<file path="src/rtl/xkbd_fifo.sv">
`timescale 1ns/1ps
// PS/2 keyboard receiver with a byte FIFO and a tiny register interface.
// Ports:
//   clk, rst        system clock and async active-low reset
//   ps2_clk/data    raw PS/2 pins, asynchronous to clk
//   sel, we         one-cycle bus access strobe and direction
//   data_in[1:0]    write: bit0 clears frame_err, bit1 clears overflow
//   data_out[10:0]  {overflow, frame_err, valid, head byte}, combinational
module xkbd_fifo #(
    parameter int unsigned DEPTH       = 8,
    parameter int unsigned TIMEOUT_CYC = 20000
) (
    input  logic        clk,
    input  logic        rst,
    input  logic        ps2_clk,
    input  logic        ps2_data,
    input  logic        sel,
    input  logic        we,
    input  logic [1:0]  data_in,
    output logic [10:0] data_out
);

    localparam int unsigned AW = $clog2(DEPTH);
    localparam int unsigned CW = AW + 1;
    localparam int unsigned TW = $clog2(TIMEOUT_CYC + 1);

    typedef enum logic [1:0] {
        ST_IDLE,
        ST_DATA,
        ST_PARITY,
        ST_STOP
    } state_t;

    logic          clk_s1_q, clk_s2_q, clk_prev_q;
    logic          dat_s1_q, dat_s2_q;
    state_t        state_q, state_d;
    logic [2:0]    bit_cnt_q, bit_cnt_d;
    logic [7:0]    shift_q, shift_d;
    logic          par_q, par_d;
    logic [TW-1:0] tmo_q, tmo_d;
    logic          push_q, push_d;
    logic [7:0]    push_byte_q, push_byte_d;
    logic [AW-1:0] wr_ptr_q, wr_ptr_d;
    logic [AW-1:0] rd_ptr_q, rd_ptr_d;
    logic [CW-1:0] count_q, count_d;
    logic          ferr_q, ferr_d;
    logic          ovf_q, ovf_d;
    logic [7:0]    mem_q [DEPTH];

    logic fall;
    logic ferr_set;
    logic ovf_set;
    logic do_pop;
    logic do_push;
    logic not_empty;

    // Synchronizers and previous synced ps2_clk for edge detection.
    always_ff @(posedge clk or negedge rst) begin
        if (!rst) begin
            clk_s1_q   <= 1'b1;
            clk_s2_q   <= 1'b1;
            clk_prev_q <= 1'b1;
            dat_s1_q   <= 1'b1;
            dat_s2_q   <= 1'b1;
        end else begin
            clk_s1_q   <= ps2_clk;
            clk_s2_q   <= clk_s1_q;
            clk_prev_q <= clk_s2_q;
            dat_s1_q   <= ps2_data;
            dat_s2_q   <= dat_s1_q;
        end
    end

    assign fall = clk_prev_q & ~clk_s2_q;

    // Receiver next-state logic including the mid-frame idle timeout.
    always_comb begin
        state_d     = state_q;
        bit_cnt_d   = bit_cnt_q;
        shift_d     = shift_q;
        par_d       = par_q;
        tmo_d       = tmo_q;
        push_d      = 1'b0;
        push_byte_d = push_byte_q;
        ferr_set    = 1'b0;

        case (state_q)
            ST_IDLE: begin
                tmo_d     = '0;
                bit_cnt_d = '0;
                if (fall && !dat_s2_q) begin
                    state_d = ST_DATA;
                end
            end
            ST_DATA: begin
                if (fall) begin
                    shift_d = {dat_s2_q, shift_q[7:1]};
                    if (bit_cnt_q == 3'd7) begin
                        state_d = ST_PARITY;
                    end else begin
                        bit_cnt_d = bit_cnt_q + 3'd1;
                    end
                end
            end
            ST_PARITY: begin
                if (fall) begin
                    par_d   = dat_s2_q;
                    state_d = ST_STOP;
                end
            end
            ST_STOP: begin
                if (fall) begin
                    state_d = ST_IDLE;
                    // Odd parity over data plus parity bit, stop must be high.
                    if (dat_s2_q && ((^shift_q) ^ par_q)) begin
                        push_d      = 1'b1;
                        push_byte_d = shift_q;
                    end else begin
                        ferr_set = 1'b1;
                    end
                end
            end
            default: state_d = ST_IDLE;
        endcase

        if (state_q != ST_IDLE) begin
            if (fall) begin
                tmo_d = '0;
            end else if (tmo_q == TW'(TIMEOUT_CYC - 1)) begin
                state_d   = ST_IDLE;
                bit_cnt_d = '0;
                tmo_d     = '0;
                ferr_set  = 1'b1;
            end else begin
                tmo_d = tmo_q + TW'(1);
            end
        end
    end

    // FIFO pointer/count and sticky flag next-state logic.
    always_comb begin
        not_empty = (count_q != '0);
        do_pop    = sel & ~we & not_empty;
        do_push   = push_q & ((count_q != CW'(DEPTH)) | do_pop);
        ovf_set   = push_q & (count_q == CW'(DEPTH)) & ~do_pop;

        wr_ptr_d = wr_ptr_q;
        rd_ptr_d = rd_ptr_q;
        count_d  = count_q;
        if (do_push) begin
            wr_ptr_d = wr_ptr_q + AW'(1);
        end
        if (do_pop) begin
            rd_ptr_d = rd_ptr_q + AW'(1);
        end
        if (do_push && !do_pop) begin
            count_d = count_q + CW'(1);
        end else if (!do_push && do_pop) begin
            count_d = count_q - CW'(1);
        end

        // Set has priority over a same-cycle clear.
        ferr_d = ferr_q;
        ovf_d  = ovf_q;
        if (sel && we && data_in[0]) begin
            ferr_d = 1'b0;
        end
        if (sel && we && data_in[1]) begin
            ovf_d = 1'b0;
        end
        if (ferr_set) begin
            ferr_d = 1'b1;
        end
        if (ovf_set) begin
            ovf_d = 1'b1;
        end
    end

    // Control state register.
    always_ff @(posedge clk or negedge rst) begin
        if (!rst) begin
            state_q     <= ST_IDLE;
            bit_cnt_q   <= '0;
            shift_q     <= '0;
            par_q       <= 1'b0;
            tmo_q       <= '0;
            push_q      <= 1'b0;
            push_byte_q <= '0;
            wr_ptr_q    <= '0;
            rd_ptr_q    <= '0;
            count_q     <= '0;
            ferr_q      <= 1'b0;
            ovf_q       <= 1'b0;
        end else begin
            state_q     <= state_d;
            bit_cnt_q   <= bit_cnt_d;
            shift_q     <= shift_d;
            par_q       <= par_d;
            tmo_q       <= tmo_d;
            push_q      <= push_d;
            push_byte_q <= push_byte_d;
            wr_ptr_q    <= wr_ptr_d;
            rd_ptr_q    <= rd_ptr_d;
            count_q     <= count_d;
            ferr_q      <= ferr_d;
            ovf_q       <= ovf_d;
        end
    end

    // FIFO storage; contents are masked by valid so no reset is needed.
    always_ff @(posedge clk) begin
        if (do_push) begin
            mem_q[wr_ptr_q] <= push_byte_q;
        end
    end

    assign data_out = {ovf_q, ferr_q, (count_q != '0),
                       (count_q != '0) ? mem_q[rd_ptr_q] : 8'h00};

endmodule

</file>
<file path="config.mk">
export PLATFORM = sky130hd
export DESIGN_NAME = xkbd_fifo
export DESIGN_NICKNAME = d
export VERILOG_FILES = /design/src/rtl/xkbd_fifo.sv
export SDC_FILE = /design/constraint.sdc
export NUM_CORES = 1
export LEC_CHECK = 0
export BUFFER_PORTS_ARGS = -buffer_cell sky130_fd_sc_hd__buf_2
export CAP_MARGIN = 20
export CORE_ASPECT_RATIO = 1.5
export CORE_MARGIN = 1
export CORE_UTILIZATION = 55
export DETAILED_ROUTE_END_ITERATION = 6
export HOLD_SLACK_MARGIN = 0.12
export PLACE_DENSITY = 0.72
export SYNTH_ARGS = -nofsm -noshare
export SYNTH_HDL_FRONTEND = slang
export SYNTH_SLANG_ARGS = --single-unit
</file>
<file path="constraint.sdc">
create_clock -name clk -period 7.1 [get_ports clk]
set_input_delay 0.71 -clock clk [delete_from_list [all_inputs] [get_ports clk]]
set_output_delay 0.71 -clock clk [all_outputs]
set_load 0.01 [all_outputs]
</file>
==> flow_summary_export.csv, run 1 <==
group,metric,value,unit
outcome,status,"completed",
critical_path,startpoint_type,"flip-flop",
detailed_routing,wl,8190,microns
power_and_ir_drop,power,2.15,mW
clock_network,worstSkewPairLatency,400,ps
critical_path,crit_fanout,10,
yosys,synth-compound-area-share,1.91,%
yosys,muxShareOfSynthArea,13.6,%
die,num_rows,42,
critical_path,slowest_stage,"nor4_2",
hold_path,holdPathStages,0,
clock_network,h-tree-depth,4,
power_and_ir_drop,p_per_area,373,nW/um^2
die,io_pins,19,
finish,layout-drive-gt1-share,25.3,%
power_and_ir_drop,p_leak,2.27,nW
clock_network,postCtsResizedCells,0,
timing,fin_crit_sh,43.9,%
placement,dp.cells,440,
yosys,synth.distinct_cells,37,
timing,hold_viol,0,
yosys,yosys.area_share.xor_xnor,5.38,%
finish,syn2layout_area_growth,15.7,%
global_routing,antenna_found_initial,0,
power_and_ir_drop,ir_drop,0.234,mV
yosys,synthAdderAreaFrac,2.16,%
global_routing,grt_pass1_vias,2772,
timing,fmax,321,MHz
placement,dpl-instance-area,5150,sq um
timing,setup_viol,0,
clock_network,clock_sinks,119,
yosys,post_synth_instance_area,4970,sq um
yosys,netlist_instances,323,
timing,finalSetupTns,0,ps
run,cap_violations,0,
clock_network,cts-root-buf,"clkbuf_16",
detailed_routing,viasPerCell,5.58,
critical_path,path_cells,"nor4_2 > nor2_1 > inv_1 > ha_1 > inv_1 > ha_1 > a21o_1 > a21oi_1 > xnor2_1 > nor2_1 > xor2_1",
yosys,syn_area_per_cell,15.4,sq um
finish,diodes,0,
detailed_routing,drt_iter0_markers,137,
critical_path,crit_path_max_incr_delay,880,ps
placement,dp_slack,4000,ps
timing,period_needed,3120,ps
critical_path,cp_data_required_time,7370,ps
clock_network,cts_setup_buffers,0,
yosys,ys_ff_latch,119,
critical_path,crit_type,"flip-flop to flip-flop",
clock_network,clockBufferDepth,2,
timing,whs,359,ps
global_routing,grt_pass1_wl,13700,microns
timing,layout_setup_ws,3980,ps
yosys,synthSimpleGateAreaFrac,8.78,%
timing,maxSlewViolCount,0,
placement,io_buffers,18,
timing,slew_headroom,30.6,%
detailed_routing,vias,2643,
critical_path,arrival,3390,ps
placement,place.detailed.hpwl,5220,microns
die,start_util,56.7,%
clock_network,clk_pin_slew,50,ps
detailed_routing,first_pass_iters,4,
detailed_routing,antenna_left,0,
finish,final_area,5750,sq um
timing,rsz0062_at_grt,"no",
global_routing,overflow,0,
clock_network,cts_inserted_buffers,17,
finish,instances_no_fill,474,
yosys,syn_nets,339,
die,dieArea,9440,sq um
global_routing,grt_start_max_net_pins,56,
critical_path,rr_worst_depth,11,
yosys,synth_top_family_by_area,"multiplexers",
hold_path,hp-class,"flip-flop to flip-flop",
finish,fill_cells,611,
placement,gp_congestion,0.771,
finish,nNetsFinal,367,
timing,worst_pin_slew,1030,ps
finish,final_util,65.6,%
critical_path,worstSetupEndpointType,"flip-flop",
global_routing,track_usage,20.1,%
clock_network,ctsHoldBuffers,0,
detailed_routing,wl_per_cell,17.3,microns
detailed_routing,drc,0,
yosys,ys_seq_area_share,66.4,%
die,core-area,8780,sq um
yosys,yosys_warnings,0,
die,die_y,118,microns
clock_network,cts_tree,"built",
timing,fin_skew,6.91,ps
die,die_w,79.7,microns
cells by family after synthesis:
| logic type | count (synthesis) |
|---|---|
| DFF | 119 |
| AOI/OAI and AO/OA | 15 |
| and+or+nand+nor | 88 |
| adders and majority gates | 8 |
| xor gates and xnor gates | 29 |
| muxes | 45 |
| buffers and inverters | 19 |
metal layers:
| metal | up-vias | GRT usage, % | wire (microns) |
|---|---|---|---|
| li1 | 1239 | - | - |
| met1 | 1329 | 21.1 | 3000 |
| met2 | 62 | 35.5 | 4750 |
| met3 | 13 | 6.95 | 251 |
| met4 | 0 | 8.41 | 192 |
| met5 | - | 0 | 0 |
cells in the final DEF, fill, tap and decap left out, drive strengths merged, types with 3 or more instances in the layout:
cell	count
edfxtp	64
dfrtp	50
nor2	35
mux2	21
buf	20
clkbuf	20
xor2	16
mux4	16
nand2	13
xnor2	12
nand3	11
clkinv	10
mux2i	8
nor3	8
inv	7
ha	7
nand2b	6
dfstp	5
o21ai	4
and3	4
a21oi	3
and4	3
nand4	3
bufinv	3
state kept, by name (all words and copies together) (netlist names), 2 cells and up:
| signal | cells |
|---|---|
| rd_ptr_q | 3 |
| bit_cnt_q | 3 |
| shift_q | 8 |
| mem_q | 64 |
| push_byte_q | 8 |
| wr_ptr_q | 3 |
| state_q | 2 |
| count_q | 4 |
| tmo_q | 15 |
worst paths after layout:
path,start,to,slack (ps)
max,count_q[1]$_DFFE_PN0P_,count_q[3]$_DFFE_PN0P_,3980
min,dat_s1_q$_DFF_PN1_,dat_s2_q$_DFF_PN1_,360
max reg2reg,count_q[1]$_DFFE_PN0P_,count_q[3]$_DFFE_PN0P_,3980
min reg2reg,dat_s1_q$_DFF_PN1_,dat_s2_q$_DFF_PN1_,360
max in group asynchronous,rst,shift_q[1]$_DFFE_PN0P_,6210
min in group asynchronous,rst,tmo_q[14]$_DFF_PN0_,430
cells in the mapped netlist:
library cell / instances / area [sq um]
edfxtp_1: 64 / 1920
dfrtp_1: 50 / 1250
nor2_1: 35 / 131
mux2_2: 21 / 236
mux4_2: 16 / 360
xor2_1: 16 / 140
nand2_1: 13 / 48.8
xnor2_1: 12 / 105
nand3_1: 11 / 55.1
mux2i_1: 8 / 80.1
ha_1: 7 / 87.6
inv_1: 7 / 26.3
nor3_1: 7 / 35.0
nand2b_1: 6 / 37.5
clkbuf_1: 5 / 18.8
dfstp_2: 5 / 131
and3_1: 4 / 25.0
o21ai_0: 4 / 20.0
a21oi_1: 3 / 15.0
and4_1: 3 / 26.3
buf_2: 3 / 15.0
buf_4: 3 / 22.5
nand4_1: 3 / 18.8
nor2b_1: 2 / 12.5
nor4b_1: 2 / 17.5
o211ai_1: 2 / 15.0
a21o_1: 1 / 7.51
a22oi_1: 1 / 7.51
a31oi_1: 1 / 6.26
a41oi_1: 1 / 8.76
buf_1: 1 / 3.75
fa_1: 1 / 20.0
nor3_4: 1 / 16.3
nor4_2: 1 / 12.5
o21bai_1: 1 / 7.51
o31ai_1: 1 / 7.51
xnor3_1: 1 / 22.5
cell type report:
type                    count  area [sq um]  share of cell area [%]
well taps                 110           138                    2.39
clock buffers              19           433                    7.52
flip-flops and latches    119          3300                    57.4
multi-input cells         185          1580                    27.5
repair buffers             21           133                    2.30
clock inverters            13           136                    2.37
inverters                   7          26.3                   0.457
power by group:
group / switching (mW) / total [mW] / internal [mW]
combinational: 0.203 / 0.471 / 0.268
sequential: 0.0927 / 0.867 / 0.774
clock: 0.268 / 0.810 / 0.541
total: 0.564 / 2.15 / 1.58
critical path, delay by kind of cell (launching register included):
| family | cells | cell delay, ps |
|---|---|---|
| AO/OA/AOI/OAI | 2 | 370 |
| XOR/XNOR | 2 | 310 |
| adder cells (fa/ha/maj) | 2 | 460 |
| buffers and inverters | 2 | 210 |
| flip-flops | 1 | 440 |
| AND/OR/NAND/NOR | 3 | 1190 |
No activity file was read; power rests on OpenSTA's default activity.
==> run 2, diff against run 1 <==
--- a/config.mk
+++ b/config.mk
@@ -12,7 +12,7 @@
 export CORE_UTILIZATION = 55
 export DETAILED_ROUTE_END_ITERATION = 6
 export HOLD_SLACK_MARGIN = 0.12
-export PLACE_DENSITY = 0.72
+export PLACE_DENSITY = 0.75
 export SYNTH_ARGS = -nofsm -noshare
 export SYNTH_HDL_FRONTEND = slang
 export SYNTH_SLANG_ARGS = --single-unit
==> constraint.sdc (replaced) <==
create_clock -name clk -period 2.7 [get_ports clk]
set_input_delay 0.27 -clock clk [delete_from_list [all_inputs] [get_ports clk]]
set_output_delay 0.27 -clock clk [all_outputs]
set_load 0.01 [all_outputs]
==> run 2 against run 1 <==
Against the previous run:
- first-iteration DRC count shrank 15%
- maximum frequency grew 31%
- setup slack lost 3700 ps
- global-route usage grew 0.19 points
- sequential share of layout area shrank 0.91 points
- non-clock buffer count grew 14
- critical path type unchanged
- largest power group unchanged
==> flow_summary_export.csv, run 2 (synthesized netlist as in run 1, its figures left out) <==
group,metric,value,unit
critical_path,crit_type,"flip-flop to flip-flop",
critical_path,r2r-start,"count_q[0]$_DFFE_PN0P_",
run,cap_violations,0,
detailed_routing,wl_per_cell,16.8,microns
finish,nNetsFinal,381,
die,io_pins,19,
power_and_ir_drop,power_frac_seq,40.1,%
finish,final_common_cell,"edfxtp_1",
placement,gp_congestion,0.804,
die,die_y,118,microns
power_and_ir_drop,p_leak,2.33,nW
clock_network,h-tree-depth,4,
finish,layout-drive-gt1-share,26.7,%
timing,rsz0062_at_grt,"no",
finish,top_register,"mem_q",
clock_network,cts_inserted_buffers,17,
detailed_routing,first_pass_iters,4,
die,start_util,56.7,%
finish,multi_input_area,1580,sq um
clock_network,cts_tree,"built",
timing,fmax,421,MHz
timing,setup_viol,0,
hold_path,whs_endpoint,"ovf_q$_DFFE_PN0P_",
finish,largest_register_ffs,64,
global_routing,grt_pass1_vias,2813,
finish,final_area,5850,sq um
finish,seqCellArea,3300,sq um
global_routing,grt_pass1_wl,13900,microns
detailed_routing,viasPerCell,5.52,
clock_network,clock_sinks,119,
critical_path,cp_top_family,"simple AND/OR/NAND/NOR gates",
timing,worst_pin_slew,798,ps
die,num_rows,42,
critical_path,cp_num_buf_inv,2,
finish,final_util,66.6,%
clock_network,cts-root-buf,"clkbuf_16",
die,die_w,79.7,microns
global_routing,antenna_found_initial,0,
hold_path,holdPathStages,4,
die,core-area,8780,sq um
placement,dpl-instance-area,5250,sq um
timing,period_needed,2380,ps
global_routing,track_usage,20.3,%
power_and_ir_drop,p_int,4.14,mW
critical_path,path_cells,"nor4_2 > nor2_1 > inv_1 > ha_1 > inv_1 > ha_1 > a21o_1 > a21oi_1 > xnor2_1 > nor2_1 > xor2_1",
critical_path,arrival,2660,ps
critical_path,slowest_stage,"dfrtp_1",
critical_path,crit_path_max_incr_delay,450,ps
hold_path,min_from,"data_in[1]",
detailed_routing,drt_iter0_markers,117,
finish,fill_cells,600,
timing,fin_skew,6.82,ps
global_routing,grt_start_max_net_pins,37,
power_and_ir_drop,ir_drop,0.723,mV
clock_network,clockBufferDepth,2,
critical_path,startpoint_type,"flip-flop",
clock_network,worstSkewPairLatency,410,ps
timing,slew_headroom,46.8,%
timing,finalSetupTns,0,ps
timing,maxSlewViolCount,0,
power_and_ir_drop,p_per_area,964,nW/um^2
hold_path,hp-class,"primary input to flip-flop",
detailed_routing,vias,2693,
critical_path,rrSetupSlack,320,ps
clock_network,clk_pin_slew,50,ps
placement,place.detailed.hpwl,5580,microns
placement,io_buffers,18,
detailed_routing,wl,8190,microns
die,dieArea,9440,sq um
critical_path,cp_data_required_time,2990,ps
power_and_ir_drop,power_switching,1.50,mW
detailed_routing,drc,0,
finish,syn2layout_area_growth,17.5,%
critical_path,rr_worst_depth,11,
detailed_routing,antenna_left,0,
power_and_ir_drop,switching_share,26.5,%
outcome,status,"completed",
critical_path,crit_fanout,5,
global_routing,overflow,0,
power_and_ir_drop,p_comb_share,21.8,%
critical_path,worstSetupEndpointType,"flip-flop",
timing,hold_viol,0,
timing,fin_crit_sh,88.0,%
critical_path,worstReg2RegEnd,"count_q[3]$_DFFE_PN0P_",
power_and_ir_drop,clockPowerShare,38.1,%
finish,top_regs,"mem_q: 64 flops, tmo_q: 15 flops",
finish,final_cell_mix,"64 x edfxtp_1, 50 x dfrtp_1, 35 x nor2_1",
finish,diodes,0,
clock_network,postCtsResizedCells,0,
run 2: layout make-up:
type,instances,share of cell area (%)
Sequential cell,119,56.5
Multi-Input combinational cell,185,27.1
Clock buffer,19,7.40
Timing Repair Buffer,35,3.85
Tap cell,110,2.35
Clock inverter,13,2.33
Inverter,7,0.449
run 2: timing repair:
action | CTS | global route
endpoints found under the hold margin | 31 | 0
setup buffers | 0 | 0
hold buffers | 3 | 0
run 2: how the worst max path moves through the flow:
stage | start | end | slack [ps] | cells past startpoint
floorplan | count_q[1]$_DFFE_PN0P_ | count_q[3]$_DFFE_PN0P_ | 120 | 11
global placement | count_q[1]$_DFFE_PN0P_ | count_q[3]$_DFFE_PN0P_ | 450 | 11
detailed placement | count_q[1]$_DFFE_PN0P_ | count_q[3]$_DFFE_PN0P_ | 340 | 11
CTS | count_q[0]$_DFFE_PN0P_ | count_q[3]$_DFFE_PN0P_ | 320 | 11
global route | count_q[0]$_DFFE_PN0P_ | count_q[3]$_DFFE_PN0P_ | 80 | 11
finish | count_q[0]$_DFFE_PN0P_ | count_q[3]$_DFFE_PN0P_ | 320 | 11
run 2: power by group through the flow:
stage / sequential, mW / combinational, mW / clock [mW]
6_report: 2.26 / 1.23 / 2.14
5_1_grt: 2.29 / 1.35 / 2.25
4_1_cts: 2.26 / 1.25 / 2.18
3_5_place_dp: 2.29 / 1.24 / 0
3_3_place_gp: 2.29 / 1.19 / 0
2_1_floorplan: 2.17 / 1.04 / 0
run 2: through the flow:
stage | worst slack, ps | hold WS (ps) | power, mW | cells
after floorplan | 123 | -25.6 | 3.21 | 323
after global placement | 452 | 347 | 3.48 | 453
after detailed placement | 335 | 348 | 3.53 | 453
after CTS | 320 | 161 | 5.69 | 488
after global routing | 81.7 | 180 | 5.88 | 488
final | 324 | 173 | 5.63 | 488
run 2: layer usage:
layer	GRT usage, %	vias to the layer above	wire, microns
li1	-	1273	-
met1	22.3	1356	3110
met2	35.1	47	4580
met3	5.10	17	252
met4	10.9	0	247
met5	0	-	0
run 2: worst reg2reg max path, cell delays in order (launching register included):
cell and delay (ps):
dfrtp_1 450, nor4_2 320, nor2_1 160, inv_1 90, ha_1 180, inv_1 90, ha_1 290, a21o_1 180
a21oi_1 160, xnor2_1 130, nor2_1 60, xor2_1 140
